===== config.mk =====
export PLATFORM = sky130hd
export DESIGN_NAME = apb_master_bridge
export DESIGN_NICKNAME = d
export VERILOG_FILES = /design/src/rtl/apb_pkg.sv /design/src/rtl/apb_master_bridge.sv
export SDC_FILE = /design/constraint.sdc
export NUM_CORES = 1
export LEC_CHECK = 0
export CAP_MARGIN = 30
export CORE_ASPECT_RATIO = 1.25
export CORE_UTILIZATION = 44
export CTS_CLUSTER_DIAMETER = 60
export CTS_CLUSTER_SIZE = 16
export DETAILED_ROUTE_END_ITERATION = 7
export PLACE_DENSITY_LB_ADDON = 0.25
export SLEW_MARGIN = 15
export SYNTH_ARGS = -nofsm -noshare
export SYNTH_HDL_FRONTEND = slang
export SYNTH_SLANG_ARGS = --single-unit

===== constraint.sdc =====
create_clock -name pclk -period 3.7 [get_ports pclk]
set_input_delay 0.555 -clock pclk [delete_from_list [all_inputs] [get_ports pclk]]
set_output_delay 0.555 -clock pclk [all_outputs]
set_load 0.05 [all_outputs]

===== src/rtl/apb_pkg.sv =====
// Shared APB definitions: bridge FSM state encoding and default bus widths.
package apb_pkg;

    typedef enum logic [1:0] {
        IDLE   = 2'd0,
        SETUP  = 2'd1,
        ACCESS = 2'd2,
        RESP   = 2'd3
    } apb_state_t;

    // Default bus widths, shared between the bridge and the slave memory block.
    localparam int unsigned APB_WIDTH      = 32;
    localparam int unsigned APB_ADDR_WIDTH = 8;

endpackage


===== src/rtl/apb_master_bridge.sv =====
// Single-outstanding APB requester.
// A command is taken on a valid/ready port and run through the APB SETUP and
// ACCESS phases. The result comes back on a valid/ready response port. A
// wait-state timeout aborts transfers to a slave that never raises pready.
module apb_master_bridge
    import apb_pkg::*;
#(
    parameter int unsigned WIDTH      = APB_WIDTH,
    parameter int unsigned ADDR_WIDTH = APB_ADDR_WIDTH,
    parameter int unsigned TIMEOUT    = 16
) (
    input  logic                  pclk,
    input  logic                  presetn,
    // command port
    input  logic                  cmd_valid,
    output logic                  cmd_ready,
    input  logic                  cmd_write,
    input  logic [ADDR_WIDTH-1:0] cmd_addr,
    input  logic [WIDTH-1:0]      cmd_wdata,
    // response port
    output logic                  rsp_valid,
    input  logic                  rsp_ready,
    output logic [WIDTH-1:0]      rsp_rdata,
    output logic                  rsp_err,
    output logic                  rsp_timeout,
    // APB requester
    output logic                  psel,
    output logic                  penable,
    output logic                  pwrite,
    output logic [ADDR_WIDTH-1:0] paddr,
    output logic [WIDTH-1:0]      pwdata,
    input  logic [WIDTH-1:0]      prdata,
    input  logic                  pready,
    input  logic                  pslverr
);

    localparam int unsigned CNT_W = $clog2(TIMEOUT + 1);
    localparam logic [CNT_W-1:0] WAIT_LAST = CNT_W'(TIMEOUT - 1);

    apb_state_t       state;
    logic [CNT_W-1:0] wait_cnt;

    // Bridge FSM: every output is registered and updated alongside the state.
    // cmd_ready is held as a flag that tracks state == IDLE. This lets it
    // stay low through reset and rise on the first clock edge after release.
    always_ff @(posedge pclk or negedge presetn) begin
        if (!presetn) begin
            state       <= IDLE;
            wait_cnt    <= '0;
            cmd_ready   <= 1'b0;
            psel        <= 1'b0;
            penable     <= 1'b0;
            pwrite      <= 1'b0;
            paddr       <= '0;
            pwdata      <= '0;
            rsp_valid   <= 1'b0;
            rsp_rdata   <= '0;
            rsp_err     <= 1'b0;
            rsp_timeout <= 1'b0;
        end else begin
            case (state)
                IDLE: begin
                    if (cmd_valid && cmd_ready) begin
                        pwrite    <= cmd_write;
                        paddr     <= cmd_addr;
                        pwdata    <= cmd_wdata;
                        psel      <= 1'b1;
                        penable   <= 1'b0;
                        cmd_ready <= 1'b0;
                        state     <= SETUP;
                    end else begin
                        cmd_ready <= 1'b1;
                    end
                end
                SETUP: begin
                    penable  <= 1'b1;
                    wait_cnt <= '0;
                    state    <= ACCESS;
                end
                ACCESS: begin
                    if (pready) begin
                        rsp_rdata   <= pwrite ? '0 : prdata;
                        rsp_err     <= pslverr;
                        rsp_timeout <= 1'b0;
                        rsp_valid   <= 1'b1;
                        psel        <= 1'b0;
                        penable     <= 1'b0;
                        state       <= RESP;
                    end else if (wait_cnt == WAIT_LAST) begin
                        rsp_rdata   <= '0;
                        rsp_err     <= 1'b1;
                        rsp_timeout <= 1'b1;
                        rsp_valid   <= 1'b1;
                        psel        <= 1'b0;
                        penable     <= 1'b0;
                        state       <= RESP;
                    end else if (wait_cnt != '1) begin
                        wait_cnt <= wait_cnt + CNT_W'(1);
                    end
                end
                RESP: begin
                    if (rsp_ready) begin
                        rsp_valid <= 1'b0;
                        cmd_ready <= 1'b1;
                        state     <= IDLE;
                    end
                end
                default: begin
                    state <= IDLE;
                end
            endcase
        end
    end

endmodule


Word level (Yosys, flattened, before mapping)
Index checks and enable logic that the tools add are counted.

storage, ports and cells
  input port bits = 79
  register bits after elaboration = 86
  word-level logic and storage cells = 67
  output and inout bits = 79

cells by class
  multiplexer cells = 27
  $add $sub $neg = 1
  equality and inequality tests = 11
  reduce and logical (&&, ||, !) cells = 16

operator list
  kind                                            count
  2-to-1 mux 32 bit                               3
  2-to-1 mux 5 bit                                3
  AND reduction 3 bit                             4
  2-to-1 mux 1 bit                                11
  != test 2 bit (second input constant)           5
  one-hot mux 5 bit (2 select lines)              1
  nonzero test 2 bit                              5
  2-to-1 mux 2 bit                                4
  one-hot mux 2 bit (4 select lines)              1
  one-hot mux 1 bit (2 select lines)              3
  AND reduction 2 bit                             3
  adder 5 x 1 -> 5 bit (second input constant)    1
  == test 5 x 4 -> 1 bit (second input constant)  1
  != test 5 bit (second input constant)           1
  == test 2 bit (second input constant)           2
  AND reduction 4 bit                             1
  != test 3 bit (second input constant)           1
  one-hot mux 1 bit (3 select lines)              1
  nonzero test 3 bit                              1
  == test 2 x 1 -> 1 bit (second input constant)  1
  zero test 2 bit                                 1
  logical AND 1 bit                               1

Longest topological paths before layout
Gate-level depths: netlist (run 1).

  depth after elaboration = 5
  depth in mapped cells = 7
  gate-level depth less buffers = 6

Worst setup path after synthesis (run 1)
No wires, ideal clock.

  path kind = reg2reg
  start = register wait_cnt[0]
  end = register wait_cnt[3]
  setup time = 0.127 ns
  stages on the path, launching flop included = 8
  buffers on the path = 1
  required time = 3.573 ns
  path slack = 1.682 ns
  arrival = 1.891 ns
  clock period less this slack = 2.018 ns
  path through = dfrtp_1 ha_1 and3_1 ha_1 or4b_4 buf_6 o211ai_2 o31ai_2

on the way
  word-level cells in the longest chain between the ends = 5
  elaborated cells on any way between the ends = 10
  classes of those cells = 1 x add/sub; 4 x eq/ne; 4 x mux; 1 x reduce/logical

RTL lines
  item                                RTL line                 RTL
  start, declared                     apb_master_bridge.sv:41  logic [CNT_W-1:0] wait_cnt;
  start signal, assigned              apb_master_bridge.sv:98  wait_cnt <= wait_cnt + CNT_W'(1);
  adder 5 x 1 -> 5 bit                apb_master_bridge.sv:98
  2-to-1 mux 5 bit                    apb_master_bridge.sv:97  end else if (wait_cnt != '1) begin
  2-to-1 mux 5 bit                    apb_master_bridge.sv:89  end else if (wait_cnt == WAIT_LAST) begin
  2-to-1 mux 5 bit                    apb_master_bridge.sv:81  if (pready) begin
  one-hot mux 5 bit (2 select lines)  apb_master_bridge.sv:61  case (state)

Parallel ways exist; a longest one is shown, timed or not. The select of a mux whose other input is x is not followed.
A chain may end at the register's enable or synchronous reset.

Worst setup path after layout (run 1)
  start = register cmd_ready
  end = output port cmd_ready

RTL lines
  item                    RTL line                 RTL
  start, declared         apb_master_bridge.sv:16  output logic cmd_ready,
  start signal, assigned  apb_master_bridge.sv:50  cmd_ready <= 1'b0;
  start signal, assigned  apb_master_bridge.sv:69  cmd_ready <= 1'b0;
  start signal, assigned  apb_master_bridge.sv:72  cmd_ready <= 1'b1;

No word-level cell between the ends.

==> results of run 1 <==
## Yosys cell counts, types with 2 or more instances
library cell	instances
a22o_1	32
nor3b_1	2
dfrtp_1	86
o21ai_0	9
nand3_1	5
nor3_1	2
buf_2	10
ha_1	8
a21oi_1	2
inv_1	4
nand2_1	5
o21ai_1	2
nor2b_1	2
buf_6	2
mux2_2	43
## layer usage
metal  wire length (µm)  part of all wire, %  global-route usage [%]  vias up
li1                   -                    -                       -     1150
met1               3300                   42                    25.7     1243
met2               4030                   51                    33.0       86
met3                343                  4.3                    3.45       17
met4                231                  2.9                    10.0        0
met5                  0                    0                       0        -
## cells by family (layout without fill, tap and decap cells)
logic type / count (synthesis) / count (layout) / share of synthesized area [%]
flip-flops: 86 / 86 / 63.9
adder cells (fa/ha/maj): 8 / 8 / 2.97
XOR/XNOR: 1 / 1 / 0.260
multiplexers: 43 / 43 / 14.4
AND/OR/NAND/NOR: 21 / 21 / 3.57
AO/OA/AOI/OAI: 52 / 52 / 12.2
buffers and inverters: 17 / 181 / 2.71
## worst max path at each step
stage,endpoint,slack (ps)
3_3_place_gp,wait_cnt[3],1550
3_5_place_dp,wait_cnt[3],1530
6_report,cmd_ready,1540
2_1_floorplan,wait_cnt[3],1680
4_1_cts,cmd_ready,1520
5_1_grt,cmd_ready,1470
## area by class of cell
class | instances | area, µm²
timing repair buffer | 161 | 1600
clock inverter | 4 | 30.0
inverter | 4 | 15.0
fill | 537 | 2200
tap | 92 | 115
clock buffer | 12 | 155
sequential | 86 | 2150
multi-input combinational | 125 | 1130
## power by group through the flow
stage,clock network [mW],logic (mW),registers [mW]
floorplan,0,0.704,3.09
global placement,0,3.23,1.62
detailed placement,0,3.26,1.65
CTS,0.641,3.28,1.63
global route,0.669,3.39,1.68
finish,0.613,3.25,1.62
## flip-flops by register name (all words and copies together), names as in the netlist
register,flops
pwrite,1
paddr,8
state,2
rsp_timeout,1
rsp_err,1
wait_cnt,5
psel,1
rsp_rdata,32
penable,1
cmd_ready,1
pwdata,32
rsp_valid,1
==> metrics.md, run 1 <==
| Metric | Value |
|---|---|
| Post-Layout Cell Count | between 400 and 500 |
| Hpwl dp | between 5000 and 6000 µm |
| Fmax achieved | roughly 460 MHz |
| Pleak | roughly 2.3 nW |
| Post-synth EDFFs | 0 |
| Post-Route Setup TNS | 0 ps |
| Post-Syn Area | approximately 3400 µm² |
| DR DRC count | 0 |
| Worst setup SP type | flip-flop |
| Cell variety after synth | 29 |
| First-pass GRT wire length | 12100 µm |
| Initial Util | 45.5% |
| Clock-pin slew on the worst setup and hold paths | around 90 ps |
| Flop pwr share | ~30% |
| Inst Count DP | roughly 470 |
| Final Max Slew Viols | 0 |
| Avg Cell Area, Syn | between 10 and 15 µm² |
| Critical Path, Cell by Cell | clkdlybuf4s50_1 |
| Ant. Diodes | 0 |
| Top-area cell type share of the netlist area | roughly 64% |
| Cell Pwr Density | 1050 nW/µm² |
| Total grt overflow | 0 |
| Clock share of power | about 11% |
| CP required | ~3100 ps |
| Async SR Flop Fraction | 100% |
| Die area | between 8000 and 9000 µm² |
| PortBufs | ~160 |
| Post-CTS setup buffers | 0 |
| Vias in the first global route | between 2000 and 2500 |
| # IOs | 158 |
| Hold Path Class | primary input to asynchronous set/reset pin |
| Die Y | roughly 100 µm |
| Skew final | 7.00 ps |
| Sink Count | 86 |
| Area delta synth->final | 54.5% |
| Comb pwr share | between 50% and 60% |
| R2R Setup Slk | about 1600 ps |
| Peak VDD IR | between 0.6 and 0.7 mV |
| Hold_ws | approximately 290 ps |
| Status | finished clean |
| DP Area | approximately 5000 µm² |
| Share of cells above drive strength 1 | between 10% and 20% |
| ANT nets after route | 0 |
| WL/cell | about 16 µm |
| CP bufs+invs | 1 |
| Detailed Route WL | a little under 8000 µm |
| Nets@finish | roughly 470 |
| Slew margin rel. | 46.9% |
| Clock tree buffer depth | 2 |
| R2R cell count | 6 |
| Commonest cells after routing, fill and taps aside | clkdlybuf4s50_1 (156), dfrtp_1 (86), mux2_2 (43), a22o_1 (32), clkbuf_8 (11) |
| Critical Path Fanout Max | 6 |
| CP delay by family, top | buffers and inverters |
| Antenna violations before repair | 0 |
| Most common cell after layout, fill and taps aside | clkdlybuf4s50_1 |
| RR Endpoint | wait_cnt[3] |
| Slew of the pin with the lowest slew margin | just under 800 ps |
| Initial DRC Count | slightly above 80 |
| Post-layout instance area | 5200 µm² |
| CTS Hold Buffers Added | 0 |
| Largest net degree at the start of global routing | 65 |
| Cts repair resizes | 0 |
| CP Capture Type | output pin |
| Total number of vias | between 2000 and 2500 |
| Number of cells on the critical path | 1 |
| Finish-stage setup viols | 0 |
| Cell count after synthesis | roughly 230 |
| Final Util | 70.3% |
| Period utilization | ~58% |
| Ys flop type | dfrtp_1 |
| Critical path launch point | cmd_ready |
| Post-Syn Nets | 315 |
| CTS root buf | clkbuf_8 |
| Min Tclk post-route | ~2200 ps |
| Yosys warns | 0 |
| Overall Global Routing Usage | around 20% |
| Register bit total from synthesis | 86 |
| Clk_lat worst skew | 340 ps |
| DRT Pass-1 Iters | 4 |
| Unrepaired setup endpoints after global routing | no |
| Post-synth top area cell | dfrtp_1 |
| Crit-path max cell delay | ~830 ps |
| CTS tree | done |
| WS Path Type | flip-flop to output pin |
| Final worst setup slack | roughly 1500 ps |
| Largest cells by area after synthesis | dfrtp_1 (64%), mux2_2 (14%), a22o_1 (8.3%) |
| Worst slack at placement | 1530 ps |
| H-tree lvl count | 3 |
| Sw Pwr | 2.60 mW |
| Vias per cell | a little over 5 |
| Sw Share | roughly 47% |
| # rows | 35 |
| Pwr Total | around 5.5 mW |
| Clock buffer count from CTS | 9 |
| Crit path DAT | approximately 1600 ps |
| Maxcap violations | 0 |
| Slowest cell on crit path | clkdlybuf4s50_1 |
| Final hold vios | 0 |
| Core ar. | between 7000 and 8000 µm² |
| Die Wd | 80.2 µm |
| Gp weighted congestion | 0.779 |
| Reg-to-reg startpoint | wait_cnt[0] |
| Sequential share of the synthesized area | between 60 and 70% |
| Internal power | 2.89 mW |
Power figures use the tool's default switching activity.
==> inputs of run 2 (changes only) <==
- CORE_UTILIZATION: 44 -> 37
- clock period: 3.7 -> 1.8 ns (I/O delays scaled with it)
==> metrics.md, run 2 (synthesized netlist as in run 1, its figures left out) <==
| Metric | Value |
|---|---|
| Status | complete, but fails checks |
| Failing checks | setup timing |
| Most common cell after layout, fill and taps aside | dfrtp_1 |
| Skew final | 5.77 ps (-1.24 ps) |
| Reg-to-reg startpoint | wait_cnt[1] |
| Pleak | 2.74 nW (+21%) |
| First-pass GRT wire length | 12200 µm (+0.85%) |
| Period utilization | 104% |
| Peak VDD IR | 0.851 mV (+41%) |
| Sink Count | 86 (unchanged) |
| Commonest cells after routing, fill and taps aside | dfrtp_1 (86), clkdlybuf4s50_1 (78), mux2_2 (43), buf_4 (33), dlygate4sd2_1 (33) |
| Gp weighted congestion | 0.726 (-6.8%) |
| Finish-stage setup viols | 3 (+3) |
| Area delta synth->final | 60.6% |
| Clk_lat worst skew | 350 ps (about the same) |
| R2R cell count | 6 (unchanged) |
| Total number of vias | 2514 (+0.72%) |
| Clock-pin slew on the worst setup and hold paths | 80 ps (about the same) |
| Slew margin rel. | 65.2% (+18 points) |
| Min Tclk post-route | between 1500 and 2000 ps |
| Hpwl dp | 5950 µm (+5.8%) |
| Vias in the first global route | 2515 (+4.6%) |
| Nets@finish | 487 (+2.7%) |
| Critical Path Fanout Max | 8 (+2) |
| Unrepaired setup endpoints after global routing | yes |
| Crit path DAT | 2110 ps (+510 ps) |
| Sw Pwr | 5.37 mW (+110%) |
| DR DRC count | 0 (unchanged) |
| CTS tree | done |
| CP Capture Type | flip-flop |
| Clock tree buffer depth | 2 (unchanged) |
| Final hold vios | 0 (unchanged) |
| Total grt overflow | 0 (unchanged) |
| Flop pwr share | 29.5% (about the same) |
| Cell Pwr Density | 2070 nW/µm² (+96%) |
| Sw Share | 48.0% (+0.61 points) |
| WL/cell | 15.5 µm (-4.9%) |
| # rows | 38 (+8.6%) |
| Maxcap violations | 0 (unchanged) |
| Hold_ws | 384 ps (+95.9 ps) |
| Critical path launch point | wait_cnt[1] |
| H-tree lvl count | 3 (unchanged) |
| Clock share of power | 12.0% (+0.8 points) |
| Worst setup SP type | flip-flop |
| Biggest regs | pwdata (32), rsp_rdata (32), paddr (8) |
| Core ar. | 8750 µm² (+18%) |
| Die Y | 109 µm (+8.9%) |
| Final Util | 61.8% (-8.5 points) |
| Slew of the pin with the lowest slew margin | 521 ps (-275 ps) |
| Initial Util | 38.5% (-7.0 points) |
| Antenna violations before repair | 0 (unchanged) |
| Ant. Diodes | 0 (unchanged) |
| Die Wd | 87.3 µm (+8.8%) |
| Worst slack at placement | -61.7 ps (-1590 ps) |
| Internal power | 5.82 mW (+100%) |
| Vias per cell | 4.80 (-7.0%) |
| Comb pwr share | 58.5% (-0.7 points) |
| Final worst setup slack | -67.8 ps (-1610 ps) |
| Detailed Route WL | 8140 µm (+2.9%) |
| Overall Global Routing Usage | 17.3% (-2.8 points) |
| Share of cells above drive strength 1 | 26.7% (+9.1 points) |
| Final Max Slew Viols | 0 (unchanged) |
| Initial DRC Count | 74 (-9.8%) |
| Largest net degree at the start of global routing | 45 (-31%) |
| Hold Path Class | primary input to asynchronous set/reset pin |
| Fmax achieved | 535 MHz |
| Die area | 9490 µm² (+18%) |
| CP required | 2040 ps (-1100 ps) |
| WS Path Type | flip-flop to flip-flop |
| ANT nets after route | 0 (unchanged) |
| CTS root buf | clkbuf_8 |
| DRT Pass-1 Iters | 4 (unchanged) |
| Clock buffer count from CTS | 9 (unchanged) |
| # IOs | 158 (unchanged) |
| PortBufs | 157 (unchanged) |
## run 2: cell types whose count changed in the layout (fill, tap and decap cells not counted), sizes merged
| cell | delta |
|---|---|
| bufinv | +1 |
| dlygate4sd3 | +1 |
| dlymetal6s2s | +25 |
| clkbuf | -2 |
| dlygate4sd2 | +33 |
| inv | -1 |
| clkinv | +1 |
| buf | +32 |
| clkdlybuf4s50 | -78 |
## run 2: worst paths after layout
check | to | slack, ps
setup / recovery | wait_cnt[3] | -70
hold / removal | rsp_valid | 380
setup reg to reg | wait_cnt[3] | -70
hold reg to reg | rsp_rdata[29] | 500
max in group asynchronous | pwdata[28] | 840
min in group pclk | rsp_rdata[29] | 500
## run 2: layout make-up
type / count / area (µm²)
flip-flops and latches: 86 / 2150
inverters: 4 / 15.0
clock buffers: 10 / 138
repair buffers: 174 / 1720
clock inverters: 5 / 60.1
multi-input cells: 125 / 1170
fillers: 724 / 3340
well taps: 120 / 150
## run 2: metrics by stage
step	TNS, ps	cells	instance area, µm²	power [mW]
final	-104	524	5410	11.2
after global routing	-309	524	5410	11.7
after CTS	-151	523	5330	11.3
after detailed placement	-101	507	5150	10.2
after global placement	-55.6	507	5150	10.1
after floorplan	-87.2	228	3390	7.80
## run 2: power groups by stage
stage	combinational [mW]	clock [mW]	sequential, mW
6_report	6.54	1.35	3.30
5_1_grt	6.83	1.48	3.42
4_1_cts	6.61	1.40	3.31
3_5_place_dp	6.84	0	3.37
3_3_place_gp	6.77	0	3.33
2_1_floorplan	1.45	0	6.35
## run 2: what timing repair did
| item | CTS | global route |
|---|---|---|
| endpoints found under the hold margin | 25 | 0 |
| pin swaps | 0 | 0 |
| gates resized for setup | 34 | 28 |
| buffers inserted | 0 | 1 |
| setup endpoints to repair | 38 | 31 |
| hold buffers | 1 | 0 |
## run 2: metal layers
layer | track usage (%) | up-vias | share of wire [%]
li1 | - | 1182 | -
met1 | 19.4 | 1226 | 39
met2 | 30.4 | 88 | 53
met3 | 4.31 | 18 | 5.9
met4 | 8.78 | 0 | 2.9
met5 | 0 | - | 0
## run 2: worst max-delay path, stage by stage, from the launching register on
cell,delay (ps)
dfrtp_1,390
ha_2,190
and3_4,190
ha_4,170
or4b_4,570
o211ai_2,170
o31ai_2,80
